==> src/rtl/fetch_unit.sv <==
// Instruction fetch stage: PC generation, single-outstanding imem requests,
// a 2-entry instruction buffer toward decode, and redirect flushing.
module fetch_unit #(
  parameter int                    INST_WIDTH = 32,
  parameter int                    OPCODE     = 7,
  parameter int                    ADDR_WIDTH = 32,
  parameter logic [ADDR_WIDTH-1:0] RESET_PC   = '0
) (
  input  logic                  clk_i,
  input  logic                  rst_ni,
  output logic                  imem_req_o,
  output logic [ADDR_WIDTH-1:0] imem_addr_o,
  input  logic                  imem_gnt_i,
  input  logic                  imem_rvalid_i,
  input  logic [INST_WIDTH-1:0] imem_rdata_i,
  input  logic                  redirect_i,
  input  logic [ADDR_WIDTH-1:0] redirect_pc_i,
  output logic                  inst_valid_o,
  input  logic                  inst_ready_i,
  output logic [INST_WIDTH-1:0] inst_o,
  output logic [OPCODE-1:0]     opcode_o,
  output logic [ADDR_WIDTH-1:0] pc_o
);

  typedef enum logic [1:0] {BOOT, REQ, WAIT} state_t;

  state_t                state_q, state_d;
  logic [ADDR_WIDTH-1:0] pc_q, pc_d;
  logic                  drop_q, drop_d;
  logic [ADDR_WIDTH-1:0] fifo_pc   [2];
  logic [INST_WIDTH-1:0] fifo_inst [2];
  logic                  rd_ptr_q, wr_ptr_q;
  logic [1:0]            count_q;
  logic                  fire, push, pop;
  logic [ADDR_WIDTH-1:0] redirect_target;

  assign redirect_target = redirect_pc_i & ~ADDR_WIDTH'(3);

  // A new request is only offered when the buffer can absorb its response.
  assign imem_req_o   = (state_q == REQ) && (count_q != 2'd2);
  assign imem_addr_o  = pc_q;
  assign fire         = imem_req_o && imem_gnt_i;

  assign inst_valid_o = (count_q != 2'd0);
  assign pop          = inst_valid_o && inst_ready_i;
  assign inst_o       = inst_valid_o ? fifo_inst[rd_ptr_q] : '0;
  assign pc_o         = inst_valid_o ? fifo_pc[rd_ptr_q]   : '0;
  assign opcode_o     = inst_o[OPCODE-1:0];

  always_comb begin
    state_d = state_q;
    pc_d    = pc_q;
    drop_d  = drop_q;
    push    = 1'b0;
    case (state_q)
      BOOT: state_d = REQ;
      REQ: begin
        if (fire) state_d = WAIT;
      end
      WAIT: begin
        if (imem_rvalid_i) begin
          state_d = REQ;
          if (drop_q) begin
            drop_d = 1'b0;
          end else begin
            push = 1'b1;
            pc_d = pc_q + ADDR_WIDTH'(4);
          end
        end
      end
      default: state_d = BOOT;
    endcase
    // Redirect wins over everything; only a still-unanswered request needs dropping.
    if (redirect_i) begin
      pc_d = redirect_target;
      push = 1'b0;
      if ((state_q == REQ && fire) || (state_q == WAIT && !imem_rvalid_i))
        drop_d = 1'b1;
    end
  end

  always_ff @(posedge clk_i or negedge rst_ni) begin
    if (!rst_ni) begin
      state_q <= BOOT;
      pc_q    <= RESET_PC;
      drop_q  <= 1'b0;
    end else begin
      state_q <= state_d;
      pc_q    <= pc_d;
      drop_q  <= drop_d;
    end
  end

  always_ff @(posedge clk_i or negedge rst_ni) begin
    if (!rst_ni) begin
      rd_ptr_q <= 1'b0;
      wr_ptr_q <= 1'b0;
      count_q  <= 2'd0;
    end else if (redirect_i) begin
      rd_ptr_q <= 1'b0;
      wr_ptr_q <= 1'b0;
      count_q  <= 2'd0;
    end else begin
      if (push) wr_ptr_q <= ~wr_ptr_q;
      if (pop)  rd_ptr_q <= ~rd_ptr_q;
      case ({push, pop})
        2'b10:   count_q <= count_q + 2'd1;
        2'b01:   count_q <= count_q - 2'd1;
        default: count_q <= count_q;
      endcase
    end
  end

  // Storage needs no reset: the head is masked while the buffer is empty.
  always_ff @(posedge clk_i) begin
    if (push) begin
      fifo_pc[wr_ptr_q]   <= pc_q;
      fifo_inst[wr_ptr_q] <= imem_rdata_i;
    end
  end

endmodule
==> config.mk <==
export PLATFORM = sky130hd
export DESIGN_NAME = fetch_unit
export DESIGN_NICKNAME = d
export VERILOG_FILES = /design/src/rtl/fetch_unit.sv
export SDC_FILE = /design/constraint.sdc
export NUM_CORES = 1
export LEC_CHECK = 0
export BUFFER_PORTS_ARGS = -buffer_cell sky130_fd_sc_hd__buf_2
export CORE_ASPECT_RATIO = 1.2
export CORE_MARGIN = 5
export CORE_UTILIZATION = 50
export DETAILED_ROUTE_END_ITERATION = 8
export PLACE_DENSITY = 0.76
export SYNTH_ARGS = -nofsm -noshare
export SYNTH_HDL_FRONTEND = slang
export SYNTH_SLANG_ARGS = --single-unit
==> constraint.sdc <==
create_clock -name clk_i -period 7.07 [get_ports clk_i]
set_clock_uncertainty 0.15 [all_clocks]
set_input_delay 0.3535 -clock clk_i [delete_from_list [all_inputs] [get_ports clk_i]]
set_output_delay 0.3535 -clock clk_i [all_outputs]
set_load 0.03 [all_outputs]
==> out/qor.yml <==
status: "complete, no violations"
clock_sinks: 161
drv_slew: 0
synthTopCellsByCount: "124 x edfxtp_1, 69 x nor2_1, 63 x mux2i_1, 38 x nand2_1, 37 x dfrtp_1"
postPlaceCellArea_mm2: 0.00774
min_period_ns: 2.75
grt_use_total_pct: 18.5
p_per_area_mw_per_mm2: 261
required_ns: 6.57
grt_pass1_wl_um: 22800
place_congestion: 0.792
wl_per_cell_um: 16.7
antenna_found_initial: 0
clk_pin_slew_ns: 0.06
critPathArrivalTime_ns: 2.25
numCtsBuffers: 17
dieWidth_um: 116
num_antenna_cells: 0
grt_start_max_net_pins: 67
rows: 46
hp-class: "input port to register"
dp.cells: 806
drc_errors: 0
synth_top_area_share_pct: 54.8
yosysSeqAreaShare_pct: 68.4
via_per_inst: 5.13
rsz0062_at_grt: "no"
ys_seq_elements: 161
worst_setup_path_start_kind: "register"
r2r_cells: 3
dieArea_mm2: 0.0160
initial_utilization_pct: 51.1
grt_pass1_vias: 4649
drt_wl_total_um: 14600
cp_cell_sequence: "nor2_4 > buf_4 > nor2_1 > buf_2"
crit_fanout: 34
syn_to_final_growth_pct: 28.6
cp_slowest_cell: "nor2_4"
ff2ff_setup_slack_ns: 4.52
die_h_um: 138
cts_tree: "built"
synth_area_mm2: 0.00680
htree_levels: 4
synth_top_area_cell: "edfxtp_1"
finalSetupViolCount: 0
finalHoldViolCount: 0
vias: 4500
hold_buffers: 39
drive_gt1_share_pct: 30.9
drt_iter0_markers: 229
hold_path_depth: 3
dp_hpwl_um: 9560
cap_violations: 0
syn_avg_cell_area_um2: 13.7
ant_nets: 0
postLayoutCellArea_mm2: 0.00875
clock-root-buffer: "clkbuf_16"
layout.nets: 767
num-fill-cells: 996
leakage_nw: 3.43
synth_cell_types: 41
core-area_mm2: 0.0133
worstSetupPathType: "register to output pin"
clk-insertion-delay-late_ns: 0.41
pin_count: 175
synthArstFlopShare_pct: 23.0
grt_overflow: 0
cts_setup_buffers: 0
ir_worst_vdd_mv: 0.236
max_freq_ghz: 0.363
synth_area_leaders: "edfxtp_1 55%, dfrtp_1 14%, mux2i_1 9.3%"
slew_headroom_pct: 25.6
clk_path_buf_depth: 2
synth_most_common_cell: "edfxtp_1"
endpoint_kind: "output pin"
first_pass_iters: 4
cts_resized: 0
stdcell_count: 877
synthCells: 495
ys.flop_type: "edfxtp_1"
tightest_slew_ns: 1.12
port_buffers: 168
yosys_warnings: 0
critPathMaxStageDelay_ns: 0.62
fin_tns_setup_ns: 0
period_share_pct: 39.0
synth_edf_count: 124
## power by group
group / leakage [nW] / total (mW) / internal, mW / switching, mW
Clock: 0.294 / 0.936 / 0.570 / 0.366
Sequential: 1.57 / 1.10 / 1.06 / 0.0471
Combinational: 1.57 / 0.242 / 0.0929 / 0.149
## flip-flops by register name, indices dropped and copies added, names as in the netlist
name	cells
imem_addr_o	30
fifo_inst	64
rd_ptr_q	1
count_q	2
fifo_pc	60
drop_q	1
state_q	2
wr_ptr_q	1
## kinds of logic (layout without fill, tap and decap cells)
family / count (synthesis) / after routing / synth area share, %
xor gates and xnor gates: 32 / 32 / 4.12
other: 1 / 4 / 0.0552
and+or+nand+nor: 162 / 162 / 12.0
DFF: 161 / 161 / 68.4
muxes: 64 / 64 / 9.44
AOI/OAI and AO/OA: 36 / 36 / 2.76
adders and majority gates: 1 / 1 / 0.184
buffers and inverters: 38 / 249 / 3.07
## per-stage QoR
| stage | hold slack [ns] | worst slack (ns) | utilization (%) | total power, mW |
|---|---|---|---|---|
| finish | 0.0130 | 4.32 | 65.8 | 2.28 |
| global route | 0.0166 | 4.11 | 65.8 | 2.37 |
| CTS | 0.000886 | 4.25 | 65.8 | 2.30 |
| detailed placement | 0.347 | 4.53 | 58.2 | 1.35 |
| global placement | 0.338 | 4.62 | 58.2 | 1.34 |
| floorplan | -0.0921 | 1.04 | - | 1.26 |
## layout make-up
cell class	instances	area [µm²]	share of cell area (%)
clock inverters	14	179	2.05
multi-input cells	299	1970	22.5
repair buffers	214	1280	14.7
flip-flops and latches	161	4650	53.2
well taps	168	210	2.40
clock buffers	18	439	5.02
inverters	3	11.3	0.129
## worst paths after layout
kind | startpoint | to
max in group asynchronous | rst_ni | rd_ptr_q
max | count_q[0] | pc_o[6]
min | redirect_pc_i[9] | imem_addr_o[9]
min reg2reg | imem_addr_o[30] | fifo_pc[0][30]
max reg2reg | state_q[0] | fifo_inst[1][24]
min in group asynchronous | rst_ni | imem_addr_o[12]
## routing by layer
metal	track usage [%]	part of all wire, %
met1	21.6	38
met4	4.90	0.81
met5	0	0
met3	5.49	7.9
met2	33.0	53
## placed cells by master (no fill, tap or decap), types with 3 or more instances in the layout
cell type	synthesis	final
mux2i_1	63	63
dlygate4sd3_1	0	39
edfxtp_1	124	124
nand3_1	6	6
nand2_1	38	38
o21ai_1	15	15
nand4_1	15	15
and3_1	7	7
nor2b_1	3	3
inv_1	3	3
clkinvlp_4	0	3
bufinv_16	0	3
clkbuf_16	0	17
dfrtp_1	37	36
xor2_1	21	21
clkinv_4	0	4
buf_4	11	7
nor2_1	69	68
inv_6	0	3
o21ai_0	16	16
buf_2	8	168
xnor2_1	11	11
conb_1	1	4
nor2_4	2	3
## critical path, delay by kind of cell (launching register included)
family / cells / cell delay (ns)
flip-flops: 1 / 0.44
AND/OR/NAND/NOR: 2 / 0.74
buffers and inverters: 2 / 0.65
Power figures use the tool's default switching activity.
